==> src/rtl/fetch_decode.sv <==
// Multicycle fetch/decode stage: owns the PC, reads instruction memory over req/ack,
// holds the fetched word in IR and presents its fields to execute on valid/ready.
module fetch_decode #(
  parameter logic [31:0] RESET_PC = 32'd1000,
  parameter logic [31:0] PC_STEP  = 32'd4
) (
  input  logic        clk,
  input  logic        reset,
  output logic        mem_req,
  output logic [31:0] mem_addr,
  input  logic        mem_ack,
  input  logic [31:0] mem_rdata,
  output logic        out_valid,
  input  logic        out_ready,
  output logic [31:0] instruction,
  output logic [5:0]  opcode,
  output logic [5:0]  functionCode,
  output logic [4:0]  rs,
  output logic [4:0]  rt,
  output logic [4:0]  rd,
  output logic [4:0]  shamt,
  output logic [15:0] imm,
  output logic [31:0] pc_out,
  input  logic        branch_taken,
  input  logic [31:0] branch_target,
  output logic [31:0] instr_count
);

  typedef enum logic {FETCH, HOLD} state_t;

  state_t      state;
  logic [31:0] pc;
  logic [31:0] ir;
  logic [31:0] redirect_pc;
  logic        redirect_pending;

  // mem_req is registered and stays low for the first FETCH cycle after reset,
  // so an ack that was in flight when reset hit can never be mistaken for data.
  always_ff @(posedge clk) begin
    if (reset) begin
      state            <= FETCH;
      pc               <= RESET_PC;
      ir               <= '0;
      pc_out           <= '0;
      out_valid        <= 1'b0;
      mem_req          <= 1'b0;
      instr_count      <= '0;
      redirect_pending <= 1'b0;
      redirect_pc      <= '0;
    end else begin
      case (state)
        FETCH: begin
          if (!mem_req) begin
            mem_req <= 1'b1;
            if (branch_taken) pc <= branch_target;
          end else if (mem_ack) begin
            // A redirect seen during this request makes the returned word stale.
            if (branch_taken) begin
              pc               <= branch_target;
              redirect_pending <= 1'b0;
            end else if (redirect_pending) begin
              pc               <= redirect_pc;
              redirect_pending <= 1'b0;
            end else begin
              ir        <= mem_rdata;
              pc_out    <= pc;
              pc        <= pc + PC_STEP;
              state     <= HOLD;
              out_valid <= 1'b1;
              mem_req   <= 1'b0;
            end
          end else if (branch_taken) begin
            redirect_pending <= 1'b1;
            redirect_pc      <= branch_target;
          end
        end
        HOLD: begin
          if (branch_taken) begin
            pc        <= branch_target;
            state     <= FETCH;
            out_valid <= 1'b0;
            mem_req   <= 1'b1;
          end else if (out_ready) begin
            instr_count <= instr_count + 32'd1;
            state       <= FETCH;
            out_valid   <= 1'b0;
            mem_req     <= 1'b1;
          end
        end
        default: state <= FETCH;
      endcase
    end
  end

  assign mem_addr     = pc;
  assign instruction  = ir;
  assign opcode       = ir[31:26];
  assign rs           = ir[25:21];
  assign rt           = ir[20:16];
  assign rd           = ir[15:11];
  assign shamt        = ir[10:6];
  assign functionCode = ir[5:0];
  assign imm          = ir[15:0];

endmodule

==> config.mk <==
export PLATFORM = sky130hd
export DESIGN_NAME = fetch_decode
export DESIGN_NICKNAME = d
export VERILOG_FILES = /design/src/rtl/fetch_decode.sv
export SDC_FILE = /design/constraint.sdc
export NUM_CORES = 1
export LEC_CHECK = 0
export CORE_AREA = 2 2 122 172
export DETAILED_ROUTE_END_ITERATION = 6
export DIE_AREA = 0 0 124 174
export GPL_TIMING_DRIVEN = 0
export HOLD_SLACK_MARGIN = 0.02
export PLACE_DENSITY = 0.8
export SLEW_MARGIN = 5
export SYNTH_ARGS = -nofsm -noshare
export SYNTH_HDL_FRONTEND = slang
export SYNTH_SLANG_ARGS = --single-unit
==> constraint.sdc <==
create_clock -name clk -period 2.5 [get_ports clk]
set_clock_uncertainty 0.1 [all_clocks]
set_input_delay 0.625 -clock clk [delete_from_list [all_inputs] [get_ports clk]]
set_output_delay 0.625 -clock clk [all_outputs]
set_load 0.02 [all_outputs]
# After elaboration in Yosys (flattened, before gate mapping)
# Index checks and enable logic that the tools add are counted.
[op_classes]
n_mux = 29
bitwise = 4
n_addsub = 2
n_reduce_logical = 6
eq_ne = 6
[ops]
columns = ["cell", "n"]
rows = [
  ["$mux W32", 5],
  ["$pmux W32 S2", 1],
  ["$add A32 B1 Y32 const B", 1],
  ["$add A32 B3 Y32 const B", 1],
  ["$mux W1", 20],
  ["$reduce_and A5 Y1", 2],
  ["$ne A2 B2 Y1 const B", 4],
  ["$ne A3 B3 Y1 const B", 2],
  ["$pmux W1 S2", 3],
  ["$reduce_and A3 Y1", 2],
  ["$not A1 Y1", 4],
  ["$reduce_and A4 Y1", 1],
  ["$reduce_bool A2 Y1", 1],
]
[word_totals]
inputBits = 69
output_inout_bits = 178
ff_bits = 164
elab_cells = 56

# Depth between registers and ports, before layout
[depth]
ltp_word = 6
mapped_depth = 8
depth_no_buf = 6

# Least setup slack after synthesis
# OpenSTA, ideal clock, no wires.
[synth_timing]
path_type = "input to register"
start = "input port branch_taken"
end = "register instr_count[31]"
setup_time_ns = 0.121
stages = 7
slack_ns = 0.207
required_ns = 2.279
n_path_buf = 2
t_arrival_ns = 2.072
cell_sequence = "buf_6 and3b_1 buf_4 nand4_4 nor3_4 or3b_1 mux2_4"
[synth_between]
elab_chain_cells = 2
[synth_lines]
columns = ["element", "line_no", "rtl"]
rows = [
  ["start: declaration", "24", "input logic branch_taken,"],
  ["$not A1 Y1 (no line)", "-", ""],
  ["$reduce_and A3 Y1 (no line)", "-", ""],
  ["end signal: assignment", "84", "instr_count <= instr_count + 32'd1;"],
  ["end: declaration", "26", "output logic [31:0] instr_count"],
]
# Every way passes these cells.
# A chain may end at the register's enable or synchronous reset.

# Worst setup path in the final report
[layout_timing]
start = "register pc[2], in the netlist mem_addr[2]"
end = "register pc[24], in the netlist mem_addr[24]"
[layout_between]
elab_chain_cells = 6
[layout_lines]
columns = ["element", "line_no", "rtl"]
rows = [
  ["start: declaration", "32", "logic [31:0] pc;"],
  ["start signal: assignment", "55", "if (branch_taken) pc <= branch_target;"],
  ["start signal: assignment", "59", "pc <= branch_target;"],
  ["start signal: assignment", "62", "pc <= redirect_pc;"],
  ["$add A32 B3 Y32", "67", "pc <= pc + PC_STEP;"],
  ["$mux W32", "61", "end else if (redirect_pending) begin"],
  ["$mux W32", "58", "if (branch_taken) begin"],
  ["$mux W32", "56", "end else if (mem_ack) begin"],
  ["$mux W32", "53", "if (!mem_req) begin"],
  ["$pmux W32 S2", "51", "case (state)"],
]
# Every way passes these cells. The select of a mux whose other input is x is not followed.

==> results_dict.tcl <==
set metrics [dict create \
    status "completed" \
    rsz0062_at_grt "true" \
    drcViolationCount 0 \
    synth_area_leaders "dfxtp_1 41%, nand2_1 11%, a21oi_1 8.7%" \
    busiest_layer "met2" \
    min_from "pc_out[19]" \
    wirelength_mm 28.9 \
    port_buffers 243 \
    syn_inst 1025 \
    post_dp_cell_area_um2 10700 \
    async_flop_share_pct 0 \
    use_met1_pct 29.5 \
    grt_max_degree 17 \
    diodes 0 \
    synth_edf_count 0 \
    min_path_cells 2 \
    routed_via_density 5.52 \
    cts_tree "yes" \
    syn_to_final_growth_pct 43.1 \
    gp_congestion 0.986 \
    yosysMostFrequentCell "nand2_1" \
    fin_setup_tns_ns 0 \
    num_rows 62 \
    yosys_warnings 0 \
    yosys_register_bits 164 \
    final_layout_size_suffix_gt1_share_pct 10.3 \
    nNetsFinal 1363 \
    drv_cap 0 \
    hold_viol 0 \
    yosysUniqueCellTypes 69 \
    path_clk_slew_ns 0.07 \
    r2r_start "mem_addr[2]" \
    h-tree-depth 4 \
    hp-class "register to register" \
    root_buffer "clkbuf_16" \
    cp-startpoint "mem_addr[2]" \
    wl_per_cell_um 18.5 \
    antenna_found_initial 0 \
    min_period_ns 2.49 \
    postRouteAntennaNets 0 \
    cts_sinks 164 \
    dpl.hpwl_mm 21.6 \
    p_leak_nw 3.99 \
    drtIter0Drc 729 \
    die-area_um2 21600 \
    max_slew.worst_pin.slew_ns 0.899 \
    ios 247 \
    worst_r2r_path_depth 6 \
    grt_usage_pct 26.3 \
    path_max_fanout 7 \
    slew_headroom_pct 39.2 \
    ys_seq_area_share_pct 41.4 \
    grt_use_met2_pct 43.7 \
    worstPathArrival_ns 2.72 \
    die_w_um 124 \
    cp.required_ns 2.73 \
    grt-ovfl-total 0 \
    die_y_um 174 \
    finalPower_mw 6.42 \
    firstDrtPassIters 6 \
    p_per_area_nw_per_um2 566 \
    yosys.area.top_type "dfxtp_1" \
    dr_total_vias 8618 \
    report.final.slew_viol_count 0 \
    setup_viol 0 \
    syn_avg_cell_area_um2 7.73 \
    grt_pass1_wl_mm 43.6 \
    synth_ff_type "dfxtp_1" \
    end_kind "register" \
    grt_pass1_vias 8145 \
    synth_common_cells "238 x nand2_1, 164 x dfxtp_1, 137 x a21oi_1" \
    postLayoutCellArea_um2 11300 \
    synth_top_cell_area_share_pct 41.4 \
    synth_area_um2 7930 \
    syn-num-nets 1096 \
    worstSkewPairLatency_ns 0.44 \
    fin_crit_sh_pct 99.7 \
    start_util_pct 39.3 \
    crit_type "register to register" \
    peakVddDrop_v 0.000476 \
    fmax_mhz 401 \
    core_area_um2 20200 \
    cts_buffers 17 \
    grt_use_met3_pct 6.10 \
    start_kind "register" \
    cts.path.max_buffers 2 \
]
[cell families after synthesis]
logic type      share of synthesized area (%)
fa+ha+maj                               0.316
flops                                    41.4
simple gates                             25.4
buf+inv                                  9.91
compound gates                           17.9
xor+xnor                                 2.98
mux                                      2.01
[what timing repair did]
action	4_1_cts	5_1_grt
pin swaps	1	0
hold buffers	0	0
gates resized for setup	5	15
gates cloned	0	0
endpoints found under the hold margin	0	0
setup endpoints to repair	91	91
setup buffers	1	4
[placed cells by master, fill, tap and decap left out, types with 4 or more instances in the layout]
cell type / count
and3_1: 11
o211ai_1: 6
clkbuf_1: 49
and4_1: 10
xor2_1: 4
buf_4: 55
buf_2: 21
o32ai_1: 6
clkdlybuf4s50_1: 242
xnor2_1: 23
nor3_1: 16
o21ai_0: 27
nor4b_1: 5
a21oi_1: 137
mux2i_1: 11
or3_1: 6
a22oi_1: 9
inv_6: 6
inv_1: 18
dfxtp_1: 164
a31oi_1: 9
nor2_1: 50
o22ai_1: 4
nand3_1: 26
nand4_1: 13
a221oi_1: 6
nor4_1: 19
a211oi_1: 7
nand2_1: 237
clkbuf_2: 7
clkinvlp_4: 4
clkbuf_16: 17
[report_power, final]
group          internal (mW)  switching (mW)
Sequential              2.70           0.108
Combinational          0.447           0.582
Clock                   1.41            1.16
[final cells by class]
cell class | instances | area (um2)
Tap cell | 256 | 320
Fill cell | 1886 | 8830
Sequential cell | 164 | 3280
Clock inverter | 13 | 123
Inverter | 20 | 75.1
Multi-Input combinational cell | 711 | 3910
Clock buffer | 19 | 443
Buffer | 130 | 718
Timing Repair Buffer | 248 | 2470
[metrics by stage]
| stage | cells | hold WS [ns] | setup WS [ns] | util, % |
|---|---|---|---|---|
| floorplan | 1025 | 0.331 | 0.207 | - |
| global placement | 1524 | 0.339 | -0.511 | 52.9 |
| detailed placement | 1524 | 0.344 | -0.482 | 52.9 |
| CTS | 1557 | 0.353 | 0.0125 | 55.9 |
| global route | 1561 | 0.374 | -0.0758 | 56.2 |
| finish | 1561 | 0.354 | 0.00847 | 56.2 |
[sequential cells by signal (all words and copies together), names as in the netlist, 32 cells and up]
| signal | flops |
|---|---|
| instr_count | 32 |
| instruction | 32 |
| mem_addr | 32 |
| pc_out | 32 |
| redirect_pc | 32 |
[metal layers]
metal / vias up / part of all wire [%] / routed length, um
met4: 0 / 6.5 / 1870
met5: - / 0 / 0
met3: 120 / 9.0 / 2590
met1: 3962 / 36 / 10500
met2: 483 / 48 / 13900
li1: 4053 / - / -
[worst max-delay path, stage by stage, from the launching register on]
cell and delay [ns]:
dfxtp_1 0.46, ha_1 0.29, and4_1 0.31, nand3_1 0.27, nor4_2 0.36, mux2_2 0.37
a31o_2 0.23
[final timing paths]
path / endpoint / slack, ns
hold / removal: pc_out[19] / 0.35
hold reg to reg: pc_out[19] / 0.35
setup / recovery: mem_addr[24] / 0.008
setup reg to reg: mem_addr[24] / 0.008
Power figures use the tool's default switching activity.
==> patch (same flow settings) <==
`RESET_PC`: 32'd1000 -> 32'd750.
--- a/src/rtl/fetch_decode.sv
+++ b/src/rtl/fetch_decode.sv
@@ -1,7 +1,7 @@
 // Multicycle fetch/decode stage: owns the PC, reads instruction memory over req/ack,
 // holds the fetched word in IR and presents its fields to execute on valid/ready.
 module fetch_decode #(
-  parameter logic [31:0] RESET_PC = 32'd1000,
+  parameter logic [31:0] RESET_PC = 32'd750,
   parameter logic [31:0] PC_STEP  = 32'd4
 ) (
   input  logic        clk,
Check against the original RTL: not equivalent (Yosys sat finds a counterexample within 4 cycles, from zero or initial values and one cycle with reset high).
==> patch against the original RTL <==
Synthesized cell count fell by 1.5%. Sequential power increased by 2%. Maximum frequency rose by 1.9%. Largest power group is now clock. Cell area down 0.58%. Sequential cell count unchanged. Total power rose by 9.1%. Utilization decreased by 0.33 points. Area after synthesis fell by 1.3%. Wire length down 1.6%. Worst setup slack better by 0.046 ns.
==> patch: results (changes against the original RTL) <==
Place
  – Post-Place Setup Slack: -0.521 ns (-0.0390 ns)
  – Post-DP Area: 10600 um^2 (-0.89%)
  – Detailed placement HPWL: 21.3 mm (-1.4%)
  – Routability cong.: 0.990 (+0.48%)
  – Port bufs: 244 (+0.41%)

Power and ir drop
  – Sequential power: 2860 uW (+2%)
  – LEAKAGE: 0.00391 uW (-2.0%)
  – Power Dens Cells: 621 nW/um^2 (+9.8%)
  – VDD IR-drop max: 0.480 mV (+0.86%)
  – Sw power: 1980 uW (+6.7%)
  – Clock power share: 0.414 (+0.013)

Detailed routing
  – Via count: 8438 (-2.1%)
  – Routed wire per std cell: 18.5 um (-0.36%)
  – DR iter-0 viols: 713 (-2.2%)

Critical path
  – R2R cell count: 7 (+1)
  – Crit path from: mem_addr[18]
  – R2R Setup Slk: 0.05 ns (+0.05 ns)
  – Reg-to-reg startpoint: mem_addr[18]
  – RR Endpoint: mem_addr[30]
  – Worst-path maximum fanout: 8 (+1)

Global route
  – Vias in the first global route: 7990 (-1.9%)
  – First-pass GRT wire length: 43.0 mm (-1.4%)
  – Total track usage: 0.259 (-0.00421)

Min path
  – WHS Endpoint: pc_out[28]
  – Hold path startpoint: pc_out[28]

Layout
  – Post-Layout Cell Count: 1542 (-1.2%)
  – Fin nets: 1344 (-1.4%)
  – Share of cells above drive strength 1: 0.0988 (-0.00393)

Outcome
  – Outcome: finished clean

Yosys
  – Mapped Nets: 1081 (-1.4%)
  – Synth top area cells: dfxtp_1 42%, nand2_1 12%, a21oi_1 7.9%
  – Yosys cell types: 66 (-4.3%)
  – Synth top cells by count: 243 x nand2_1, 164 x dfxtp_1, 124 x a21oi_1
  – Mapped Cells: 1010 (-1.5%)
  – Sequential area share after synthesis: 0.420 (+0.00557)

STA
  – Worst-Margin Slew: 1.07 ns (+0.167 ns)
  – WHS: 0.352 ns (-0.00130 ns)
-- patch: cell count changes in the layout (fill, tap and decap cells not counted), sizes merged, moves of 4 or more --
cell / change
buf: -10
o211ai: -5
a21oi: -13
a21o: +4
nor2: +9
o31a: +5
nand3: -9
o32ai: -4
a31oi: +4
nand2: +5
o221ai: +4
xnor2: +12
and3: -10
-- patch: area by class of cell --
type	count	area [um^2]
clock inverters	12	190
flip-flops and latches	164	3280
multi-input cells	703	3810
plain buffers	123	689
fillers	1850	8900
repair buffers	245	2450
inverters	19	71.3
clock buffers	20	457
well taps	256	320
-- patch: repair_timing --
action,in CTS,in global routing
pin swaps,0,1
cloned,0,0
setup endpoints to repair,49,91
buffers inserted,0,1
resized for setup,10,12
-- patch: metal layers --
layer  wire length (um)  share of wire  track usage  vias up
met3               2200          0.077       0.0489      119
met5                  0              0            0        -
met4               1700          0.060        0.166        0
met1              10300           0.36        0.281     3923
met2              14300           0.50        0.451      433
li1                   -              -            -     3963
-- patch: kinds of logic after synthesis --
family	share of synthesized area
AO/OA/AOI/OAI	0.182
buffers and inverters	0.0962
XOR/XNOR	0.0414
adder cells (fa/ha/maj)	0.00320
multiplexers	0.0146
AND/OR/NAND/NOR	0.243
flip-flops	0.420
-- patch: worst max-delay path, cell delays in order, from the launching register on --
cell      delay (ns)
dfxtp_1         0.35
clkbuf_1        0.47
nand2_1         0.13
or4_1           0.43
buf_6           0.17
nor4_4          0.27
mux2i_1         0.27
a211oi_2        0.10
-- patch: how the worst max path moves through the flow --
stage | end | slack (ns) | depth (start not counted)
detailed placement | instr_count[31] | -0.52 | 7
floorplan | instr_count[31] | 0.21 | 7
global placement | mem_addr[7] | -0.56 | 6
global route | instr_count[30] | 0.005 | 8
CTS | mem_addr[21] | 0.02 | 6
finish | mem_addr[30] | 0.05 | 7
